[src/rtl/zmodem_pkg.sv]
// Shared definitions for the cipher block arbiter: FSM states and block width.
package zmodem_pkg;

  typedef enum logic [1:0] {
    IDLE  = 2'd0,
    HOLD  = 2'd1,
    STALL = 2'd2
  } arb_state_e;

  localparam int CIPHER_BLOCK_W = 128;

endpackage

[src/rtl/rr_pick.sv]
// Round-robin priority encoder: first set request at or after ptr, wrapping.
module rr_pick #(
  parameter int NUM_CH = 4,
  parameter int ID_W   = 2
) (
  input  logic [NUM_CH-1:0] req,
  input  logic [ID_W-1:0]   ptr,
  output logic [NUM_CH-1:0] gnt,
  output logic [ID_W-1:0]   gnt_id,
  output logic              any
);

  // Walk the offsets from ptr in priority order; the first requester wins.
  always_comb begin
    gnt    = '0;
    gnt_id = '0;
    any    = 1'b0;
    for (int unsigned k = 0; k < NUM_CH; k++) begin
      for (int unsigned c = 0; c < NUM_CH; c++) begin
        if (!any && req[c] && (((32'(ptr) + k) % NUM_CH) == c)) begin
          gnt[c] = 1'b1;
          gnt_id = ID_W'(c);
          any    = 1'b1;
        end
      end
    end
  end

endmodule

[src/rtl/cipher_block_arbiter.sv]
// Shares one block decryptor among NUM_CH deserializer channels with
// round-robin grants, hold-until-accept output registers, stall detection
// and a transfer counter.
module cipher_block_arbiter
  import zmodem_pkg::*;
#(
  parameter int NUM_CH    = 4,
  parameter int BLOCK_W   = CIPHER_BLOCK_W,
  parameter int ID_W      = 2,
  parameter int STALL_MAX = 1024
) (
  input  logic                      clk,
  input  logic                      reset,
  input  logic                      enable,
  input  logic                      flush,
  input  logic [NUM_CH*BLOCK_W-1:0] ch_block,
  input  logic [NUM_CH-1:0]         ch_valid,
  output logic [NUM_CH-1:0]         ch_ready,
  output logic [BLOCK_W-1:0]        dec_block,
  output logic [ID_W-1:0]           dec_ch_id,
  output logic                      dec_valid,
  input  logic                      dec_ready,
  output logic                      stall_err,
  output logic [15:0]               grant_cnt
);

  localparam int CNT_W = (STALL_MAX > 2) ? $clog2(STALL_MAX) : 1;

  arb_state_e          state, state_next;
  logic [ID_W-1:0]     rr_ptr;
  logic [CNT_W-1:0]    stall_cnt;
  logic [NUM_CH-1:0]   gnt;
  logic [ID_W-1:0]     gnt_id;
  logic                any;
  logic                xfer;
  logic                capture;
  logic [BLOCK_W-1:0]  sel_block;

  assign xfer = dec_valid & dec_ready;

  rr_pick #(
    .NUM_CH (NUM_CH),
    .ID_W   (ID_W)
  ) u_pick (
    .req    (ch_valid),
    .ptr    (rr_ptr),
    .gnt    (gnt),
    .gnt_id (gnt_id),
    .any    (any)
  );

  // Winning channel's block, selected from the flat input bus.
  always_comb begin
    sel_block = '0;
    for (int unsigned i = 0; i < NUM_CH; i++) begin
      if (gnt[i]) sel_block = ch_block[i*BLOCK_W +: BLOCK_W];
    end
  end

  // FSM state register.
  always_ff @(posedge clk) begin
    if (reset) state <= IDLE;
    else       state <= state_next;
  end

  // Grant qualification and next-state logic. A grant in HOLD is only
  // allowed on a transfer cycle so the output register is free to reload.
  always_comb begin
    state_next = state;
    capture    = 1'b0;
    ch_ready   = '0;
    if (!reset && enable && !flush && any &&
        (state == IDLE || (state == HOLD && xfer))) begin
      capture  = 1'b1;
      ch_ready = gnt;
    end
    if (flush) begin
      state_next = IDLE;
    end else begin
      unique case (state)
        IDLE:    if (capture) state_next = HOLD;
        HOLD: begin
          if (xfer)                                     state_next = capture ? HOLD : IDLE;
          else if (stall_cnt == CNT_W'(STALL_MAX - 1))  state_next = STALL;
        end
        STALL:   if (xfer) state_next = IDLE;
        default: state_next = IDLE;
      endcase
    end
  end

  // Stall counter: counts consecutive unaccepted HOLD cycles.
  always_ff @(posedge clk) begin
    if (reset)
      stall_cnt <= '0;
    else if (state == HOLD && state_next == HOLD && !dec_ready)
      stall_cnt <= stall_cnt + 1'b1;
    else
      stall_cnt <= '0;
  end

  // Output registers, round-robin pointer, sticky stall flag, transfer count.
  always_ff @(posedge clk) begin
    if (reset) begin
      dec_block <= '0;
      dec_ch_id <= '0;
      dec_valid <= 1'b0;
      stall_err <= 1'b0;
      grant_cnt <= '0;
      rr_ptr    <= '0;
    end else begin
      dec_valid <= (state_next != IDLE);
      if (flush) begin
        stall_err <= 1'b0;
        grant_cnt <= '0;
      end else begin
        if (xfer) grant_cnt <= grant_cnt + 16'd1;
        if (state == HOLD && state_next == STALL) stall_err <= 1'b1;
        if (capture) begin
          dec_block <= sel_block;
          dec_ch_id <= gnt_id;
          rr_ptr    <= (gnt_id == ID_W'(NUM_CH - 1)) ? '0 : gnt_id + 1'b1;
        end
      end
    end
  end

endmodule

[config.mk]
export PLATFORM = sky130hd
export DESIGN_NAME = cipher_block_arbiter
export DESIGN_NICKNAME = d
export VERILOG_FILES = /design/src/rtl/zmodem_pkg.sv /design/src/rtl/rr_pick.sv /design/src/rtl/cipher_block_arbiter.sv
export SDC_FILE = /design/constraint.sdc
export NUM_CORES = 1
export LEC_CHECK = 0
export CAP_MARGIN = 20
export CORE_AREA = 5 5 260 262
export CTS_BUF_LIST = sky130_fd_sc_hd__clkbuf_16
export DETAILED_ROUTE_END_ITERATION = 10
export DIE_AREA = 0 0 265 267
export PLACE_DENSITY_LB_ADDON = 0.2
export SKIP_CTS_REPAIR_TIMING = 1
export SKIP_LAST_GASP = 1
export SLEW_MARGIN = 20
export SYNTH_ARGS = -nofsm -noshare
export SYNTH_HDL_FRONTEND = slang
export SYNTH_SLANG_ARGS = --single-unit
[constraint.sdc]
create_clock -name clk -period 2.1 [get_ports clk]
set_input_delay 0.42 -clock clk [delete_from_list [all_inputs] [get_ports clk]]
set_output_delay 0.42 -clock clk [all_outputs]
set_load 0.01 [all_outputs]
# Word-level counts from Yosys, hierarchy flattened
# Index checks and enable logic that the tools add are counted.
totals:
  reg_bits: 162
  out_inout_bits: 152
  inputBits: 521
  elab_cells: 162
op_classes:
  muxes: 60
  reduce_logical: 67
  addsub: 6
  bitwise: 3
  eq_ne: 18
ops:
  columns: ["cell", "count"]
  rows:
  - ["$mux W128", 4]
  - ["$logic_not A32 Y1", 4]
  - ["$mux W2", 20]
  - ["$logic_and A1 B1 Y1", 39]
  - ["$mux W1", 34]
  - ["$eq A2 B2 Y1 const B", 11]
  - ["$logic_not A1 Y1", 18]
  - ["$add A16 B1 Y16 const B", 1]
  - ["$eq A2 B1 Y1 const B", 6]
  - ["$add A10 B1 Y10 const B", 1]
  - ["$eq A10 B10 Y1 const B", 1]
  - ["$pmux W2 S3", 1]
  - ["$add A2 B1 Y2 const B", 2]
  - ["$add A2 B2 Y2 const B", 2]
  - ["$mux W4", 1]
  - ["$reduce_or A2 Y1", 2]
  - ["$logic_not A2 Y1", 1]
  - ["$not A1 Y1", 2]
  - ["$reduce_and A2 Y1", 1]
  - ["$reduce_bool A2 Y1", 1]
  - ["$and A1 B1 Y1", 1]
  - ["$logic_or A1 B1 Y1", 1]

# Depth between registers and ports, before layout
depth:
  depth_word: 75
  mapped_depth: 8
  depth_no_buf: 6

# By module
# A second synthesis with hierarchy kept.
unflattened:
  hier_cells: 1090
  area_unflattened_um2: 8534.4
modules_own_cells:
  columns: ["module", "n_inst", "area_per_inst_um2", "cells_each", "seq_area_each_um2"]
  rows:
  - ["cipher_block_arbiter", 1, 8385.5, 1063, 3243.1]
  - ["rr_pick", 1, 148.9, 27, 0.0]

# Worst setup path before layout
# OpenSTA, ideal clock, no wires.
synth_timing:
  path_kind: "in2out"
  startpoint: "input port reset"
  endpoint: "output port ch_ready[3]"
  slack_ns: -0.046
  arrival_ns: 1.726
  cell_stages: 5
  cell_sequence: "or4b_4 a21oi_1 nand2_1 nor2_1 buf_1"
synth_via:
  elab_chain_len: 6
synth_rtl:
  columns: ["item", "line_no", "source"]
  rows:
  - ["from (decl)", "cipher_block_arbiter.sv:13", "input logic reset,"]
  - ["$logic_not A1 Y1", "cipher_block_arbiter.sv:72", "if (!reset && enable && !flush && any &&"]
  - ["$logic_and A1 B1 Y1 (4 in series)", "cipher_block_arbiter.sv:72", null]
  - ["$mux W4", "cipher_block_arbiter.sv:72", null]
  - ["to (decl)", "cipher_block_arbiter.sv:18", "output logic [NUM_CH-1:0] ch_ready,"]
# No other way between the ends.

# Final worst setup path
layout_timing:
  startpoint: "register state[1]"
  endpoint: "register dec_block[31]"
layout_via:
  elab_chain_len: 6
  word_cells_on_any_way: 7
  cone_classes: "1 x eq/ne; 1 x mux; 5 x reduce/logical"
layout_rtl:
  columns: ["item", "line_no", "source"]
  rows:
  - ["from (decl)", "cipher_block_arbiter.sv:29", "arb_state_e state, state_next;"]
  - ["from (signal assigned)", "cipher_block_arbiter.sv:63", "else state <= state_next;"]
  - ["$eq A2 B1 Y1", "cipher_block_arbiter.sv:73", "(state == IDLE || (state == HOLD && xfer))) begin"]
  - ["$logic_and A1 B1 Y1", "cipher_block_arbiter.sv:73", null]
  - ["$logic_or A1 B1 Y1 (*)", "cipher_block_arbiter.sv:73", null]
  - ["$logic_and A1 B1 Y1 (*)", "cipher_block_arbiter.sv:72", null]
  - ["$mux W1 (*)", "cipher_block_arbiter.sv:72", null]
  - ["$reduce_and A2 Y1 (no source line) (*)", null, null]
  - ["to (signal assigned)", "cipher_block_arbiter.sv:120", "dec_block <= sel_block;"]
  - ["to (decl)", "cipher_block_arbiter.sv:19", "output logic [BLOCK_W-1:0] dec_block,"]
# Mark *: on every way between the ends. The rest lies on a longest branch, timed or not.
# A chain may end at the register's enable or synchronous reset.

==> results.md <==
- Async set-or-reset flop fraction in the synthesized netlist: 0%
- Number of distinct standard cells referenced by the synthesized netlist: 39
- Total nets after synthesis: 1588
- Share of synthesized area occupied by flip-flops and latches: 37.3%
- Number of antenna violations at the first check in global routing: 3
- Run status: complete, but fails checks
- Origin of the worst setup path: state[1]
- Die width: 265 um
- Hold Crit Endpoint: rr_ptr[1]
- Die ar.: slightly above 70000 um^2
- Launching element type of the critical path: register
- Number of violations of the max-capacitance limit: 0
- Worst hold path cell count: 3
- Critical path's largest stage delay: 0.52 ns
- Number of buffers and inverters on the critical path: 2
- Min-Delay Startpoint: reset
- Pin count of the biggest net entering global routing: 64
- Cells after Synth: 1065
- Share of layout cells above drive strength 1: 16.4%
- RSZ-0062 raised after global routing: yes
- Insertion delay of the later-clocked pin in the worst-skew pair: roughly 0.50 ns
- Antenna viol nets, final: 0
- Synthesis Warnings: 0
- Placeable core area: 65200 um^2
- Setup skew after layout: 0.0181 ns
- I/O pin count: 673
- Global-route total usage across every layer: 14.9%
- Initial Utilization: 13.3%
- CP Data Required Time: 2.53 ns
- CTS tree: done
- Reg2Reg Depth: 7
- Count of endpoints failing hold in the final timing report: 0
- Number of register bits inferred by synthesis: roughly 160
- Final #Nets: 2300
- Critical path type: reg -> reg
- Kind of capture point of the worst setup path: register
- Post-synth design cell area: 8690 um^2
- Root Buffer: sky130_fd_sc_hd__clkbuf_16
- Clock transition at path regs: 0.08 ns
- Wire length of the first global-routing pass: 80300 um
- P_leak: 6.64 nW
- Count of pins over their slew limit: 0
- Number of vias after detailed routing: 11.9k
- Number of H-tree branching levels: 4
- Worst vdd ir: 0.491 mV
- Slack of the critical path: -0.257 ns
- Area growth from synthesis to layout: 117%
- Number of input and output port buffers inserted: ~670
- Detailed-route DRC error count: 0
- Cell area after layout: 18900 um^2
- Initial DRC Count: 715
- Worst r2r dst: dec_block[31]
- Final Power: 9.89 mW
- Final setup fails: 123
- PwrDens: 524 nW/um^2
- Worst max-slew margin expressed relative to the limit: between 50% and 60%
- Mean instance size in the synthesized netlist: around 8.2 um^2
- WL per Instance: 22.1 um
- Number of buffers added by the clock tree synthesis step: 17
- Max Freq: 424 MHz
- Max clock buf depth: 2
- Worst Path Max Fanout: 63
- Most used DFF post-synth: sky130_fd_sc_hd__dfxtp_1
- FP Rows: 94
- Number of sinks on the clock net: between 150 and 200
- Slowest cell on crit path: sky130_fd_sc_hd__or4b_4
- Critical Path, Cell by Cell: or4b_4 -> a221oi_4 -> buf_4 -> o21ai_4 -> buf_16 -> a311oi_4 -> a221o_1
- Length of the first detailed-routing pass in iterations: 7
- Post-Place Cell Area: about 17000 um^2
- Vias per inst: 4.48
- Failing checks: negative setup slack
- Transition time at the pin with the least slew margin: 0.628 ns
- GP Congestion: about 0.91
- Number of flops mapped to enable cells by yosys: 0
- Vias in the first global route: 12.2k
- Fraction of the cycle the final worst path needs: 112%
- HPWL after detailed placement: 43500 um
- Final critical delay including setup and external delays: 2.36 ns
- Launch point of the worst reg-to-reg path: state[1]
- Top cell family by delay on the critical path: compound AO/OA/AOI/OAI gates
- Sum of overflow across all layers after global routing: 0
- Flop-to-flop setup slack: -0.26 ns
- Routed Wire Length: 58800 um
- Worst hold-check path type: in -> reg
- Data arrival time of the critical path: about 2.8 ns
- Die extent in y: approximately 270 um
logic make-up (layout without fill, tap and decap cells):
logic type,count (synthesis),after routing,share of synthesized area (%)
adders and majority gates,2,2,0.288
AOI/OAI and AO/OA,403,403,36.9
xor gates and xnor gates,24,24,2.42
buffers and inverters,124,849,6.71
other,0,2,0
DFF,162,162,37.3
and+or+nand+nor,350,350,16.4
layout by cell type, fill, tap and decap left out, types with 3 or more instances in the layout:
master / count
sky130_fd_sc_hd__clkdlybuf4s50_1: 662
sky130_fd_sc_hd__nand2_1: 267
sky130_fd_sc_hd__dfxtp_1: 161
sky130_fd_sc_hd__a21oi_1: 130
sky130_fd_sc_hd__a221o_1: 128
sky130_fd_sc_hd__buf_4: 99
sky130_fd_sc_hd__a311oi_2: 81
sky130_fd_sc_hd__a311oi_1: 38
sky130_fd_sc_hd__nor2_1: 30
sky130_fd_sc_hd__buf_12: 25
sky130_fd_sc_hd__clkbuf_16: 21
sky130_fd_sc_hd__xor2_1: 16
sky130_fd_sc_hd__buf_6: 11
sky130_fd_sc_hd__a311oi_4: 10
sky130_fd_sc_hd__xnor2_1: 8
sky130_fd_sc_hd__nor2_2: 8
sky130_fd_sc_hd__nand4_1: 7
sky130_fd_sc_hd__nand3_1: 7
sky130_fd_sc_hd__dlymetal6s2s_1: 6
sky130_fd_sc_hd__and2_1: 5
sky130_fd_sc_hd__inv_6: 5
sky130_fd_sc_hd__inv_8: 5
sky130_fd_sc_hd__and3_1: 4
sky130_fd_sc_hd__inv_1: 4
sky130_fd_sc_hd__nor2b_1: 4
sky130_fd_sc_hd__nor3_1: 3
sky130_fd_sc_hd__nor2_4: 3
Yosys cell counts, drive strengths merged (2+ instances only):
library cell,n,share of area (%)
nand2b,2,0.14
xnor2,8,0.81
nand2,268,12
dfxtp,162,37
a311oi,129,13
or4b,2,0.27
and4,2,0.20
ha,2,0.29
and2,6,0.43
nand4,7,0.50
nor2b,4,0.29
o21ai,4,0.27
nor2,41,1.8
xor2,16,1.6
nand3,7,0.40
nor3,3,0.17
o2bb2ai,2,0.20
clkbuf,75,3.2
buf,45,3.3
inv,4,0.17
a221o,128,15
a21oi,131,7.5
or2,2,0.14
and3,4,0.29
layout make-up:
class | count | area [um^2]
fillers | 6881 | 46300
repair buffers | 813 | 8250
multi-input cells | 779 | 5650
flip-flops and latches | 162 | 3240
well taps | 864 | 1080
clock buffers | 17 | 425
clock inverters | 15 | 184
inverters | 4 | 15.0
diodes | 2 | 5.00
registers in the layout, indices dropped and copies added (netlist names):
name,cells
dec_block,128
grant_cnt,16
stall_cnt,10
dec_ch_id,2
rr_ptr,2
state,2
dec_valid,1
stall_err,1
through the flow:
step	cells	worst slack (ns)	util, %	setup TNS, ns	hold WS, ns
floorplan	1065	0.00888	-	0	0.418
global placement	2604	-0.825	26.4	-89.17	0.429
detailed placement	2604	-0.806	26.4	-88.66	0.445
CTS	2636	-0.794	27.3	-11.91	0.463
global route	2655	-0.322	28.9	-25.84	0.296
finish	2656	-0.257	28.9	-15.49	0.319
metal layers:
metal / routed length, um / part of all wire [%] / vias to the layer above / track usage [%]
met5: 13 / 0.022 / - / 0
met4: 1420 / 2.4 / 2 / 5.10
met3: 4520 / 7.7 / 79 / 4.71
met2: 29900 / 51 / 549 / 26.0
met1: 23000 / 39 / 5746 / 17.2
li1: - / - / 5519 / -
worst reg2reg max path, delay by kind of cell, from the launching register on:
| kind | cells | cell delay [ns] |
|---|---|---|
| AOI/OAI and AO/OA | 4 | 1.06 |
| buffers and inverters | 2 | 0.38 |
| DFF | 1 | 0.34 |
| and+or+nand+nor | 1 | 0.52 |
power by group:
part | total (mW) | switching (mW) | internal [mW] | leakage [nW]
clock network | 3.47 | 1.66 | 1.81 | 0.295
logic | 3.05 | 1.29 | 1.76 | 5.02
registers | 3.37 | 0.120 | 3.25 | 1.32
how the worst max path moves through the flow:
stage | to | cells after the start | slack (ns)
after floorplan | dec_block[100] | 6 | 0.009
after global placement | dec_block[117] | 9 | -0.82
after detailed placement | dec_block[125] | 9 | -0.81
after CTS | ch_ready[3] | 6 | -0.79
after global routing | ch_ready[0] | 4 | -0.32
final | dec_block[31] | 7 | -0.26
Power figures use the tool's default switching activity.
